`src/rtl/regfile_pkg.sv`:
```
// Shared types and helpers for the multi-port register file.
// Holds the clear-engine state encoding, the zero-register index and the address-width function.
package regfile_pkg;

    typedef enum logic {
        IDLE  = 1'b0,
        CLEAR = 1'b1
    } state_t;

    localparam int REG_ZERO = 0;

    // Ceiling log2, used to size address fields from DEPTH.
    function automatic int clog2(input int n);
        int r;
        r = 0;
        while ((1 << r) < n) r++;
        return r;
    endfunction

endpackage

```
`src/rtl/regfile_clear_fsm.sv`:
```
// Sequential clear engine for regfile_mp: sweeps the array one entry per cycle.
// The array is usable (ready=1) only while the engine is idle.
module regfile_clear_fsm
    import regfile_pkg::*;
#(
    parameter int DEPTH = 32,
    localparam int AW = clog2(DEPTH)
)(
    input  logic          clk,
    input  logic          rst,
    input  logic          clr_req,
    output logic          ready,
    output logic          clr_we,
    output logic [AW-1:0] clr_idx
);

    state_t        state, state_nx;
    logic [AW-1:0] idx, idx_nx;

    // NOTE: state registers use non-blocking assignments so every flop samples pre-edge values.
    always_ff @(posedge clk) begin
        if (rst) begin
            state <= CLEAR;
            idx   <= '0;
        end else begin
            state <= state_nx;
            idx   <= idx_nx;
        end
    end

    // NOTE: every output of this block gets a default first, so no path can infer a latch.
    always_comb begin
        state_nx = state;
        idx_nx   = idx;
        case (state)
            IDLE: begin
                if (clr_req) begin
                    state_nx = CLEAR;
                    idx_nx   = '0;
                end
            end
            CLEAR: begin
                if (idx == AW'(DEPTH - 1)) begin
                    state_nx = IDLE;
                    idx_nx   = '0;
                end else begin
                    idx_nx = idx + AW'(1);
                end
            end
            default: begin
                state_nx = CLEAR;
                idx_nx   = '0;
            end
        endcase
    end

    assign ready   = (state == IDLE);
    assign clr_we  = (state == CLEAR);
    assign clr_idx = idx;

endmodule

```
`src/rtl/regfile_mp.sv`:
```
// Parametrised multi-port register file with write-to-read bypass,
// per-register pending scoreboard and a sequential clear engine.
module regfile_mp
    import regfile_pkg::*;
#(
    parameter int DATA_W = 32,
    parameter int DEPTH  = 32,
    parameter int NUM_RD = 2,
    parameter int NUM_WR = 1,
    localparam int AW = clog2(DEPTH)
)(
    input  logic                     clk,
    input  logic                     rst,
    input  logic                     clr_req,
    output logic                     ready,
    input  logic [NUM_RD*AW-1:0]     rd_addr,
    output logic [NUM_RD*DATA_W-1:0] rd_data,
    output logic [NUM_RD-1:0]        rd_pend,
    input  logic [NUM_WR-1:0]        wr_en,
    input  logic [NUM_WR*AW-1:0]     wr_addr,
    input  logic [NUM_WR*DATA_W-1:0] wr_data,
    input  logic                     iss_en,
    input  logic [AW-1:0]            iss_addr
);

    logic              clr_we;
    logic [AW-1:0]     clr_idx;
    logic [NUM_WR-1:0] wr_ok;
    logic              iss_ok;

    logic [DATA_W-1:0] mem [DEPTH];
    logic [DEPTH-1:0]  pending;

    regfile_clear_fsm #(
        .DEPTH (DEPTH)
    ) u_clear_fsm (
        .clk     (clk),
        .rst     (rst),
        .clr_req (clr_req),
        .ready   (ready),
        .clr_we  (clr_we),
        .clr_idx (clr_idx)
    );

    // Writes and issues only count while usable and never target the zero register.
    always_comb begin
        wr_ok = '0;
        for (int w = 0; w < NUM_WR; w++) begin
            wr_ok[w] = ready && wr_en[w] && (wr_addr[w*AW +: AW] != AW'(REG_ZERO));
        end
    end

    assign iss_ok = ready && iss_en && (iss_addr != AW'(REG_ZERO));

    // NOTE: the array has no reset; the clear engine zeroes it so it can map onto SRAM.
    always_ff @(posedge clk) begin
        if (clr_we) begin
            mem[clr_idx] <= '0;
        end
        for (int w = 0; w < NUM_WR; w++) begin
            if (wr_ok[w]) begin
                mem[wr_addr[w*AW +: AW]] <= wr_data[w*DATA_W +: DATA_W];
            end
        end
    end

    // Issue is applied last: a same-cycle issue outranks the write as the newer producer.
    always_ff @(posedge clk) begin
        if (rst) begin
            pending <= '0;
        end else begin
            if (clr_we) begin
                pending[clr_idx] <= 1'b0;
            end
            for (int w = 0; w < NUM_WR; w++) begin
                if (wr_ok[w]) begin
                    pending[wr_addr[w*AW +: AW]] <= 1'b0;
                end
            end
            if (iss_ok) begin
                pending[iss_addr] <= 1'b1;
            end
        end
    end

    // Read ports: array value, overridden by any same-cycle write (highest port last).
    always_comb begin
        logic [AW-1:0]     ra;
        logic [DATA_W-1:0] rv;
        logic              rp;
        rd_data = '0;
        rd_pend = '0;
        ra      = '0;
        rv      = '0;
        rp      = 1'b0;
        for (int p = 0; p < NUM_RD; p++) begin
            ra = rd_addr[p*AW +: AW];
            rv = mem[ra];
            rp = pending[ra];
            for (int w = 0; w < NUM_WR; w++) begin
                if (wr_ok[w] && (wr_addr[w*AW +: AW] == ra)) begin
                    rv = wr_data[w*DATA_W +: DATA_W];
                    rp = 1'b0;
                end
            end
            if (ready && (ra != AW'(REG_ZERO))) begin
                rd_data[p*DATA_W +: DATA_W] = rv;
                rd_pend[p]                  = rp;
            end
        end
    end

endmodule

```
`config.mk`:
```
export PLATFORM = sky130hd
export DESIGN_NAME = regfile_mp
export DESIGN_NICKNAME = d
export VERILOG_FILES = /design/src/rtl/regfile_pkg.sv /design/src/rtl/regfile_clear_fsm.sv /design/src/rtl/regfile_mp.sv
export SDC_FILE = /design/constraint.sdc
export NUM_CORES = 1
export LEC_CHECK = 0
export ABC_CLOCK_PERIOD_IN_PS = 3600
export BUFFER_PORTS_ARGS = -buffer_cell sky130_fd_sc_hd__buf_2
export CAP_MARGIN = 20
export CORE_ASPECT_RATIO = 0.8
export CORE_MARGIN = 2
export CORE_UTILIZATION = 40
export CTS_BUF_LIST = sky130_fd_sc_hd__clkbuf_2
export CTS_CLUSTER_SIZE = 28
export DETAILED_ROUTE_END_ITERATION = 8
export GPL_TIMING_DRIVEN = 0
export PLACE_DENSITY = 0.64
export SLEW_MARGIN = 0
export SYNTH_ARGS = -nofsm -noshare
export SYNTH_HDL_FRONTEND = slang
export SYNTH_SLANG_ARGS = --single-unit
```
`constraint.sdc`:
```
create_clock -name clk -period 3.6 [get_ports clk]
set_clock_uncertainty 0.1 [all_clocks]
set_input_delay 0.18 -clock clk [delete_from_list [all_inputs] [get_ports clk]]
set_output_delay 0.18 -clock clk [all_outputs]
set_load 0.05 [all_outputs]
```
==> impl_metrics.json <==
{
  "outcome": "complete, but fails checks",
  "violations": "setup timing",
  "gp_congestion": 0.9847,
  "hold_viol_final": 0,
  "clkTransAtPathRegs_ns": 0.08,
  "worst_r2r_endpoint": "mem[12][13]",
  "worst-path-buf-inv": 4,
  "max_slew_margin_pct": 11.20,
  "vias": 35190,
  "dpl.cell_count": 4702,
  "vdd_drop_max_mv": 0.3835,
  "yosys.area_share.simple_pct": 2.667,
  "max-clock-path-buffers": 4,
  "cp_slowest_cell": "clkbuf_1",
  "rsz0062_at_grt": "yes",
  "synthFlopType": "edfxtp_1",
  "via_per_inst": 6.554,
  "synth_cell_types": 51,
  "cts_tree": "built",
  "synth_edf_count": 1024,
  "crit_end": "rd_data[27]",
  "overflow": 0,
  "worst-setup-path-type": "in -> out",
  "cts_sinks": 1062,
  "die_w_um": 400.4,
  "fin_nets": 3605,
  "path_delay_family": "buffers and inverters",
  "rows": 116,
  "path_cells": "clkbuf_1 > clkbuf_1 > clkbuf_1 > a211oi_2 > a211o_1 > buf_6",
  "numCtsBuffers": 287,
  "die_h_um": 321.1,
  "muxShareOfSynthArea_pct": 24.53,
  "root_buffer": "clkbuf_2",
  "routed_wl_um": 180600,
  "reg2reg_depth": 7,
  "drive_gt1_share_pct": 35.95,
  "synth-seq-area-share_pct": 62.66,
  "hold_path_class": "in -> reg",
  "cp-start-kind": "input pin",
  "num_io_pins": 124,
  "area_growth_pct": 21.53,
  "fmax_ghz": 0.2426,
  "synth_top_family_by_area": "multiplexers",
  "fp.coreArea_um2": 125000,
  "port_buffers": 115,
  "grt_pass1_wl_um": 250200,
  "synth_fp_nets": 2931,
  "crit_top_cell": "clkbuf_1",
  "tightest_slew_ns": 1.332,
  "placed_area_um2": 54450,
  "avgSynthCellArea_um2": 17.53,
  "end_kind": "primary output",
  "final_area_um2": 61120,
  "p_leak_nw": 20.52,
  "initial_core_util_pct": 40.24,
  "fin_ws_ns": -0.5213,
  "synth-compound-area-share_pct": 7.825,
  "synth_area_um2": 50290,
  "grt_pass1_vias": 34560,
  "wl_per_cell_um": 33.63,
  "cp.depth": 6,
  "synthArstFlopShare_pct": 0,
  "antenna_found_initial": 16,
  "r2r_slack_ns": -0.04,
  "firstDrtPassIters": 7,
  "track_usage_pct": 27.48,
  "post-route-period-util_pct": 114.5,
  "worstPathArrival_ns": 3.84,
  "cp_slowest_stage_delay_ns": 1.04,
  "post-route-drc-count": 0,
  "place_hpwl_um": 121300,
  "dieArea_um2": 128600,
  "detail-route-antenna-nets": 0,
  "pre_cts_ws_ns": -1.345,
  "grt_max_degree": 33,
  "finalSetupViolations": 80,
  "startpoint": "rd_addr[3]",
  "layout.cells.non_filler": 5369,
  "drv_cap": 0,
  "htreeDepth": 5,
  "first_iter_violations": 5484,
  "fillers": 10380,
  "syn_inst": 2869,
  "finalMaxSlewViolations": 0,
  "insertion_delay_ns": 1.56,
  "synth_seq_cells": 1062,
  "worst_r2r_startpoint": "u_clear_fsm.clr_we",
  "synth_fa_ha_area_share_pct": 0.1244,
  "synth_xor_area_share_pct": 0.1742,
  "pwr_density_cell_nw_per_um2": 391.4,
  "yosysWarnings": 0,
  "required_ns": 3.32,
  "period_minus_slack_ns": 4.121,
  "critPathMaxFanout": 10
}
==> logic make-up (layout without fill, tap and decap cells) <==
group / count (synthesis) / count (layout)
buffers and inverters: 250 / 1089
AOI/OAI and AO/OA: 537 / 537
other: 0 / 9
DFF: 1062 / 1062
and+or+nand+nor: 272 / 272
xor gates and xnor gates: 10 / 10
adders and majority gates: 5 / 5
muxes: 733 / 733
==> power by group <==
group	leakage (nW)	internal (mW)	switching, mW
clock	1.79	3.04	5.05
sequential	9.36	13.5	0.0506
combinational	9.38	0.924	1.39
total	20.5	17.4	6.50
==> worst min-delay path, delay by kind of cell <==
family | cells | cell delay [ns]
buf+inv | 3 | 1.25
simple gates | 1 | 0.22
==> cell type report <==
cell class	count	area (um^2)	area share, %
timing repair buffer	389	4718	7.720
clock inverter	60	285.3	0.4668
clock buffer	394	1972	3.226
antenna	9	22.52	0.03685
buffer	236	1271	2.080
multi-input combinational	1557	19220	31.45
sequential	1062	31510	51.56
tap	1652	2067	3.382
inverter	10	42.54	0.06961
==> per-layer routing <==
layer / vias up / share of wire (%) / track usage [%]
met5: - / 0.034 / 0
met3: 549 / 15 / 10.40
met4: 10 / 4.4 / 12.46
li1: 13820 / - / -
met1: 18010 / 37 / 36.49
met2: 2800 / 43 / 40.13
==> stage by stage <==
stage	power [mW]	util, %	TNS [ns]	hold WS, ns
after global routing	24.65	48.90	-28.88	0.06435
final	23.92	48.91	-27.08	0.09052
after CTS	23.82	47.75	-27.63	0.001539
after global placement	15.72	42.37	-2652.82	0.3797
after detailed placement	15.80	43.57	-278.43	0.3881
after floorplan	15.06	-	-20.33	0.2056
==> state kept, by name, indices dropped and copies added (netlist names) <==
signal and count:
u_clear_fsm.clr_idx 5, mem 1024, u_clear_fsm.clr_we 1, pending 32
==> worst min path at each step <==
| stage | endpoint | start | cells past startpoint |
|---|---|---|---|
| after global placement | pending[30] | pending[30] | 2 |
| after global routing | mem[20][5] | wr_data[5] | 4 |
| after floorplan | u_clear_fsm.clr_we | clr_req | 2 |
| after detailed placement | pending[26] | pending[26] | 2 |
| final | mem[20][5] | wr_data[5] | 4 |
| after CTS | u_clear_fsm.clr_idx[0] | clr_req | 6 |
==> cell usage in the layout (no fill, tap or decap), types with 11 or more instances in the layout <==
cell type,synthesis,layout
a211oi_4,0,31
a211o_1,62,52
a211oi_1,62,12
nor2_1,50,18
o22ai_1,128,124
dfxtp_1,38,37
clkinv_1,1,46
dlygate4sd3_1,0,133
a211oi_2,0,19
o221ai_1,155,155
buf_4,1,27
edfxtp_1,1024,1024
buf_6,0,70
nor3_2,0,18
nand3_1,12,11
clkbuf_16,0,13
nand2_1,62,62
a21oi_1,103,99
clkbuf_1,143,114
nor2_4,0,32
buf_16,0,17
mux2i_1,328,320
nor3_4,0,32
buf_8,0,47
clkbuf_2,0,400
and2_1,35,35
mux4_2,399,399
nor3_1,67,17
buf_12,0,49
buf_1,36,33
buf_2,60,110
==> cell usage after synthesis, types with 35 or more instances <==
| master | instances | share of area (%) |
|---|---|---|
| a211oi_1 | 62 | 0.93 |
| o22ai_1 | 128 | 1.6 |
| a21oi_1 | 103 | 1.0 |
| dfxtp_1 | 38 | 1.5 |
| and2_1 | 35 | 0.44 |
| nor3_1 | 67 | 0.67 |
| nand2_1 | 62 | 0.46 |
| mux2i_1 | 328 | 6.5 |
| edfxtp_1 | 1024 | 61 |
| buf_2 | 60 | 0.60 |
| buf_1 | 36 | 0.27 |
| a211o_1 | 62 | 1.1 |
| mux4_2 | 399 | 18 |
| o221ai_1 | 155 | 2.7 |
| clkbuf_1 | 143 | 1.1 |
| nor2_1 | 50 | 0.37 |
==> repair_timing <==
action / in CTS / in global routing
setup endpoints to repair: 1274 / 169
setup buffers: 16 / 38
hold buffers: 132 / 1
endpoints found under the hold margin: 1624 / 3
pin swaps: 36 / 57
resized for setup: 321 / 149
gates cloned: 5 / 5
No activity file was read; power rests on OpenSTA's default activity.
